$ cat src/rtl/fsic_io_pkg.sv
// ----------------------------------------------------------------------------
// fsic_io_pkg
// Shared constants and types for the FSIC IO transmit path.
//   FSIC_IO_W          - lane width, one bit per TXD output pad
//   FSIC_IO_RATIO      - lane symbols carried by one FSIC frame
//   FSIC_IO_UNDERRUN_W - width of the saturating idle-frame counter
//   fsic_io_state_e    - serializer state (OFF / RUN)
// ----------------------------------------------------------------------------
package fsic_io_pkg;

  localparam int FSIC_IO_W          = 13;
  localparam int FSIC_IO_RATIO      = 4;
  localparam int FSIC_IO_UNDERRUN_W = 16;

  typedef enum logic {
    OFF = 1'b0,
    RUN = 1'b1
  } fsic_io_state_e;

endpackage

$ cat src/rtl/fsic_io_tx_serializer_if.sv
// ----------------------------------------------------------------------------
// fsic_io_tx_serializer_if
// Frame handshake between the FSIC core and the TX serializer.
//   tx_data  - one frame, symbol k in tx_data[k*W +: W]
//   tx_valid - frame offered by the core
//   tx_ready - serializer buffer can take a frame
// master: FSIC core side, slave: serializer side.
// ----------------------------------------------------------------------------
interface fsic_io_tx_serializer_if
  import fsic_io_pkg::*;
#(
  parameter int W     = FSIC_IO_W,
  parameter int RATIO = FSIC_IO_RATIO
);

  logic [W*RATIO-1:0] tx_data;
  logic               tx_valid;
  logic               tx_ready;

  modport master (output tx_data, output tx_valid, input tx_ready);
  modport slave  (input tx_data, input tx_valid, output tx_ready);

endinterface

$ cat src/rtl/fsic_io_tx_fifo2.sv
// ----------------------------------------------------------------------------
// fsic_io_tx_fifo2
// Two-entry frame buffer with a first-word-through head output.
//   clk, rst  - clock, asynchronous active-high reset (empties the buffer)
//   push      - write push_data (caller guarantees count < 2)
//   pop       - drop the head entry (caller guarantees count > 0)
//   head_data - oldest stored frame
//   count     - number of stored frames (0..2)
// A push and pop together leave the count unchanged; the pushed frame ends
// up as the new head when only one entry was stored.
// ----------------------------------------------------------------------------
module fsic_io_tx_fifo2
  import fsic_io_pkg::*;
#(
  parameter int DW = FSIC_IO_W * FSIC_IO_RATIO
) (
  input  logic          clk,
  input  logic          rst,
  input  logic          push,
  input  logic [DW-1:0] push_data,
  input  logic          pop,
  output logic [DW-1:0] head_data,
  output logic [1:0]    count
);

  logic [DW-1:0] mem [2];
  logic          wr_ptr;
  logic          rd_ptr;
  logic [1:0]    count_q;

  // Storage and pointers; each pointer is a single bit toggling between the
  // two slots, so ordering falls out of the pointer walk.
  always_ff @(posedge clk or posedge rst) begin
    if (rst) begin
      mem[0]  <= '0;
      mem[1]  <= '0;
      wr_ptr  <= 1'b0;
      rd_ptr  <= 1'b0;
      count_q <= 2'd0;
    end else begin
      if (push) begin
        mem[wr_ptr] <= push_data;
        wr_ptr      <= ~wr_ptr;
      end
      if (pop) begin
        rd_ptr <= ~rd_ptr;
      end
      case ({push, pop})
        2'b10:   count_q <= count_q + 2'd1;
        2'b01:   count_q <= count_q - 2'd1;
        default: count_q <= count_q;
      endcase
    end
  end

  assign head_data = mem[rd_ptr];
  assign count     = count_q;

endmodule

$ cat src/rtl/fsic_io_tx_serializer.sv
// ----------------------------------------------------------------------------
// fsic_io_tx_serializer
// Buffers FSIC transmit frames and sends each one as RATIO lane symbols on
// the TXD pads, each symbol held two IO clocks with a forwarded TXCLK that
// rises mid-symbol. Idle frames are inserted when the buffer runs dry.
//   ioclk        - IO clock, rising edge
//   rst          - asynchronous active-high reset
//   en           - enable, only looked at on frame boundaries
//   tx           - frame handshake (slave side)
//   txd          - lane data to the TXD pads (registered)
//   txclk        - forwarded clock to the TXCLK pad (registered)
//   busy         - serializer is running (registered)
//   underrun_cnt - saturating count of idle frames inserted
// ----------------------------------------------------------------------------
module fsic_io_tx_serializer
  import fsic_io_pkg::*;
#(
  parameter int         W        = FSIC_IO_W,
  parameter int         RATIO    = FSIC_IO_RATIO,
  parameter logic [W-1:0] IDLE_PAT = '0
) (
  input  logic                          ioclk,
  input  logic                          rst,
  input  logic                          en,
  fsic_io_tx_serializer_if.slave        tx,
  output logic [W-1:0]                  txd,
  output logic                          txclk,
  output logic                          busy,
  output logic [FSIC_IO_UNDERRUN_W-1:0] underrun_cnt
);

  localparam int             FW   = W * RATIO;
  localparam int             CW   = $clog2(2 * RATIO);
  localparam logic [CW-1:0]  LAST = CW'(2 * RATIO - 1);

  fsic_io_state_e                state_q, state_d;
  logic [CW-1:0]                 cnt_q, cnt_d;
  logic [FW-1:0]                 sreg_q, sreg_d;
  logic [FSIC_IO_UNDERRUN_W-1:0] und_q, und_d;
  logic [W-1:0]                  txd_q, txd_d;
  logic                          txclk_q, txclk_d;
  logic                          busy_q, busy_d;

  logic                          ready;
  logic                          fifo_push;
  logic                          fifo_pop;
  logic [FW-1:0]                 fifo_head;
  logic [1:0]                    fifo_count;

  // Ready comes from the registered count only, so a pop this cycle cannot
  // open the door until the next one.
  assign ready       = (fifo_count != 2'd2);
  assign tx.tx_ready = ready;
  assign fifo_push   = tx.tx_valid && ready;

  fsic_io_tx_fifo2 #(.DW(FW)) u_fifo (
    .clk       (ioclk),
    .rst       (rst),
    .push      (fifo_push),
    .push_data (tx.tx_data),
    .pop       (fifo_pop),
    .head_data (fifo_head),
    .count     (fifo_count)
  );

  // Next-state logic. A frame load happens either when leaving OFF or at the
  // last half-symbol of a frame with en still high. The empty test uses the
  // registered count, so a frame pushed on the load edge is never bypassed
  // straight into the shift register. Pad outputs are computed from the
  // next state and registered, keeping the pads free of combinational paths.
  always_comb begin
    state_d  = state_q;
    cnt_d    = cnt_q;
    sreg_d   = sreg_q;
    und_d    = und_q;
    fifo_pop = 1'b0;
    txd_d    = '0;
    txclk_d  = 1'b0;
    busy_d   = 1'b0;

    unique case (state_q)
      OFF: begin
        if (en) begin
          state_d = RUN;
          cnt_d   = '0;
        end
      end
      RUN: begin
        if (cnt_q == LAST) begin
          cnt_d = '0;
          if (!en) begin
            state_d = OFF;
          end
        end else begin
          cnt_d = cnt_q + 1'b1;
        end
      end
      default: state_d = OFF;
    endcase

    if (en && ((state_q == OFF) || (cnt_q == LAST))) begin
      if (fifo_count != 2'd0) begin
        fifo_pop = 1'b1;
        sreg_d   = fifo_head;
      end else begin
        sreg_d = {RATIO{IDLE_PAT}};
        if (und_q != '1) begin
          und_d = und_q + 1'b1;
        end
      end
    end

    if (state_d == RUN) begin
      txd_d   = sreg_d[int'(cnt_d[CW-1:1]) * W +: W];
      txclk_d = cnt_d[0];
      busy_d  = 1'b1;
    end
  end

  // State and pad registers; reset returns the pads to quiet immediately.
  always_ff @(posedge ioclk or posedge rst) begin
    if (rst) begin
      state_q <= OFF;
      cnt_q   <= '0;
      sreg_q  <= '0;
      und_q   <= '0;
      txd_q   <= '0;
      txclk_q <= 1'b0;
      busy_q  <= 1'b0;
    end else begin
      state_q <= state_d;
      cnt_q   <= cnt_d;
      sreg_q  <= sreg_d;
      und_q   <= und_d;
      txd_q   <= txd_d;
      txclk_q <= txclk_d;
      busy_q  <= busy_d;
    end
  end

  assign txd          = txd_q;
  assign txclk        = txclk_q;
  assign busy         = busy_q;
  assign underrun_cnt = und_q;

endmodule

$ cat src/flat_wrapper.sv
// flat-port wrapper written by rule: the top's interface ports become plain ports
module fsic_io_tx_serializer_flat import fsic_io_pkg::*;
#(
  parameter int         W        = FSIC_IO_W,
  parameter int         RATIO    = FSIC_IO_RATIO,
  parameter logic [W-1:0] IDLE_PAT = '0
)
  (ioclk, rst, en, txd, txclk, busy, underrun_cnt, tx_tx_data, tx_tx_valid, tx_tx_ready);
  fsic_io_tx_serializer_if #(.W(W), .RATIO(RATIO)) tx_i ();
  input  logic ioclk;
  input  logic rst;
  input  logic en;
  output logic [W-1:0] txd;
  output logic txclk;
  output logic busy;
  output logic [FSIC_IO_UNDERRUN_W-1:0] underrun_cnt;
  input wire logic [$bits(tx_i.tx_data)-1:0] tx_tx_data;
  input wire logic [$bits(tx_i.tx_valid)-1:0] tx_tx_valid;
  output wire logic [$bits(tx_i.tx_ready)-1:0] tx_tx_ready;
  assign tx_i.tx_data = tx_tx_data;
  assign tx_i.tx_valid = tx_tx_valid;
  assign tx_tx_ready = tx_i.tx_ready;
  fsic_io_tx_serializer #(.W(W), .RATIO(RATIO), .IDLE_PAT(IDLE_PAT)) u_core (.ioclk(ioclk), .rst(rst), .en(en), .tx(tx_i), .txd(txd), .txclk(txclk), .busy(busy), .underrun_cnt(underrun_cnt));
endmodule
$ cat config.mk
export PLATFORM = sky130hd
export DESIGN_NAME = fsic_io_tx_serializer_flat
export DESIGN_NICKNAME = d
export VERILOG_FILES = /design/src/rtl/fsic_io_pkg.sv /design/src/rtl/fsic_io_tx_serializer_if.sv /design/src/rtl/fsic_io_tx_fifo2.sv /design/src/rtl/fsic_io_tx_serializer.sv /design/src/flat_wrapper.sv
export SDC_FILE = /design/constraint.sdc
export NUM_CORES = 1
export LEC_CHECK = 0
export ABC_AREA = 1
export CAP_MARGIN = 20
export CORE_UTILIZATION = 30
export CTS_CLUSTER_SIZE = 20
export DETAILED_ROUTE_END_ITERATION = 6
export SYNTH_ARGS = -nofsm -noshare
export SYNTH_HDL_FRONTEND = slang
export SYNTH_SLANG_ARGS = --single-unit
$ cat constraint.sdc
create_clock -name ioclk -period 9.81 [get_ports ioclk]
set_input_delay 2.4525 -clock ioclk [delete_from_list [all_inputs] [get_ports ioclk]]
set_output_delay 2.4525 -clock ioclk [all_outputs]
set_load 0.02 [all_outputs]
==> Implementation_results.wiki <==
{| class="wikitable"
! Metric !! Value
|-
| Status || finished, final reports clean
|-
| Number of warning messages in the yosys log || 0
|-
| Final Slew Violations || 0
|-
| Die span in y || 171.4 um
|-
| Seq/Total Area, Yosys || 56.40%
|-
| Number of buffers added for setup after CTS || 0
|-
| First-pass GRT wire length || 35,340 um
|-
| Post-layout nets || ~1,200
|-
| Gate count of the mapped netlist || 1,062
|-
| Area growth from synthesis to final layout || 20.28%
|-
| Peak VDD IR || 0.1451 mV
|-
| Share of final-layout standard cells stronger than drive strength 1 || 4.409%
|-
| Average via count per standard cell || 4.526
|-
| CTS hold repair buffers || 0
|-
| Combined global-route utilization of all metal layers || ~16%
|-
| Worst Tran Pin Value || 0.9601 ns
|-
| Width of the die || 171.4 um
|-
| Std cell rows || 61
|-
| Unrepaired setup endpoints after global routing || false
|-
| Power density over the cells || 337.0 nW/um^2
|-
| Relative slew slack || 36.00%
|-
| Top layer in use || met4
|-
| Clock buffer count from CTS || 17
|-
| Congestion Overflow GR || 0
|-
| Final hold vios || 0
|-
| Floorplan die area || between 20,000 and 30,000 um^2
|-
| Final antenna-violating net count || 0
|-
| Initial cell density of the core || 30.73%
|-
| Mean cell area of the mapped netlist || 8.106 um^2
|-
| Initial antenna violation count || 0
|-
| Total core area || 28,010 um^2
|-
| Data required time of the critical path || 10.15 ns
|-
| Met3 layer wire length in the routed design || between 800 and 900 um
|-
| FF-to-FF setup slack || 7.09 ns
|-
| Min-delay src || u_core.sreg_q[26]
|-
| Shortest period the worst path allows || 4.719 ns
|-
| Worst-case setup slack after placement || 4.685 ns
|-
| Starting DRC count in detailed routing || 558
|-
| Clock latency on the worst-skew pair || around 0.43 ns
|-
| Highest Clock Rate || 211.9 MHz
|-
| Cell variety after synth || 25
|-
| Critical path peak fanout || 24
|-
| Cell depth of the worst min-delay path || 2
|-
| Kind of path behind the tightest hold check || reg -> reg
|-
| FF-to-FF End || u_core.txd[10]
|-
| Total met2 wirelength after detailed routing || slightly below 10,000 um
|-
| Clock sink count || 194
|-
| Core Util, Final || 36.96%
|-
| Endpoint class of the critical path || flip-flop
|-
| Clock root cell || sky130_fd_sc_hd__clkbuf_16
|-
| Drc violations || 0
|-
| Hold path endpoint || u_core.sreg_q[26]
|-
| I/O pin cnt || slightly below 90
|-
| Final critical-path setup slack || around 5 ns
|-
| Maximum number of pins on one net before global-route repair || 137
|-
| Type of origin of the critical path || input pin
|-
| Cell Chain, Critical Path || clkdlybuf4s50_1 > nor2_1 > nand2_1 > nand2_1 > inv_1 > nand3_1 > nand3_1 > a21oi_1
|-
| Worst EP arrival || 5.06 ns
|-
| Critical Path Max Stage Delay || 0.69 ns
|-
| Total of buffers placed on input and output ports || 87
|-
| Number of synthesized register bits || 194
|-
| Commonest non-fill, non-tap cell in the layout || sky130_fd_sc_hd__nand2_1
|-
| Highest-count cells in the layout ignoring fill and taps || sky130_fd_sc_hd__nand2_1, sky130_fd_sc_hd__dfrtp_1, sky130_fd_sc_hd__clkdlybuf4s50_1
|-
| Number of filler instances in the final layout || 2,925
|-
| Total standard cell area after synthesis || around 8600 um^2
|-
| Total length of routed wires || 21,520 um
|-
| Setup Skew || 0.01346 ns
|-
| CTS HTree Levels || 4
|-
| Type of the setup path with the least slack || in -> reg
|-
| Number of vias after detailed routing || 6,843
|-
| Total Negative Setup Slacks || 0 ns
|-
| Post-synth net total || ~1,100
|-
| Final setup vio count || 0
|-
| Lkg Pwr || 5.235 nW
|-
| Non-Filler Cell Area, Final || 10,350 um^2
|-
| Final worst-path cycle share || 48.10%
|-
| Buffer depth of the longest clock path || 2
|-
| First-pass iteration count of the detailed router || 5
|-
| Final Wtd Congestion || between 0.8 and 0.9
|-
| Reg2reg path depth || 7
|-
| Post_cts resized || 0
|-
| Placed wire-length estimate after detailed placement || between 10,000 and 15,000 um
|-
| Reg clk slew, reported paths || 0.07 ns
|-
| Via count of the first global-routing pass || 6,679
|-
| Critical path's slowest cell || sky130_fd_sc_hd__nand2_1
|-
| Max-Cap Viols || 0
|-
| Register area || around 4900 um^2
|-
| Length of routed wiring on met1 || about 11,000 um
|-
| Clock tree from TritonCTS || yes
|-
| Average wire per cell in the routed design || ~14 um
|-
| Placed inst area || approximately 9800 um^2
|-
| Total area of multi-input combinational cells || around 3200 um^2
|-
| Critical register-to-register path startpoint || u_core.cnt_q[0]
|-
| Design Power || roughly 3.5 mW
|-
| Antenna cell count || 0
|}
cell families (layout without fill, tap and decap cells):
| group | count (synthesis) | after routing | share of synthesized area (%) |
|---|---|---|---|
| and+or+nand+nor | 587 | 587 | 27.15 |
| DFF | 194 | 194 | 56.40 |
| AOI/OAI and AO/OA | 133 | 133 | 7.892 |
| buffers and inverters | 129 | 201 | 6.453 |
| xor gates and xnor gates | 15 | 15 | 1.526 |
| adders and majority gates | 4 | 4 | 0.5814 |
per-stage QoR:
step / cells / hold slack, ns
after floorplan: 1062 / 0.4435
after global placement: 1481 / 0.4577
after detailed placement: 1481 / 0.4608
after CTS: 1512 / 0.4783
after global routing: 1512 / 0.4918
final: 1512 / 0.4757
sequential cells by signal, summed over array words and instances (netlist names):
register              count
u_core.busy               1
u_core.underrun_cnt      16
u_core.txclk              1
u_core.cnt_q              3
u_core.sreg_q            52
u_core.u_fifo.mem       104
u_core.u_fifo.rd_ptr      1
u_core.txd               13
u_core.u_fifo.count       2
u_core.u_fifo.wr_ptr      1
worst max path at each step:
stage,startpoint,end,slack [ns],cells after the start
floorplan,rst,u_core.busy,2.07,1
global placement,en,u_core.txd[4],4.79,8
detailed placement,en,u_core.txd[10],4.69,8
CTS,en,u_core.txd[10],5.12,8
global route,en,u_core.txd[10],4.87,8
finish,en,u_core.txd[10],5.09,8
area by class of cell:
cell class / instances / area share [%]
Tap cell: 378 / 4.568
Clock buffer: 20 / 4.314
Multi-Input combinational cell: 739 / 30.96
Timing Repair Buffer: 96 / 9.063
Inverter: 74 / 2.755
Clock inverter: 11 / 1.450
Sequential cell: 194 / 46.89
metal layers:
layer / up-vias / track usage, %
met5: - / 0
met4: 0 / 3.494
met3: 13 / 3.175
met2: 139 / 23.81
met1: 3245 / 22.67
li1: 3446 / -
Yosys cell counts (all sizes together):
cell type | n | area share [%]
dfrtp | 194 | 56
nand2 | 476 | 21
a21oi | 15 | 0.87
ha | 4 | 0.58
nor2 | 22 | 1.0
nand4 | 5 | 0.36
inv | 72 | 3.1
or2 | 1 | 0.073
xor2 | 7 | 0.71
clkinv | 2 | 0.087
nand3 | 80 | 4.7
buf | 31 | 2.2
xnor2 | 8 | 0.81
o21ai | 117 | 6.9
nor3 | 3 | 0.17
clkbuf | 24 | 1.0
a22oi | 1 | 0.087
worst max-delay path, delay by kind of cell:
kind / cells / cell delay [ns]
AOI/OAI and AO/OA: 1 / 0.19
buffers and inverters: 2 / 1.10
and+or+nand+nor: 5 / 1.30
where the power goes:
part	switching, mW	internal (mW)
Clock	0.310	0.409
Sequential	0.184	1.15
Combinational	0.938	0.500
Note: power is estimated with default switching activity, not from simulation.
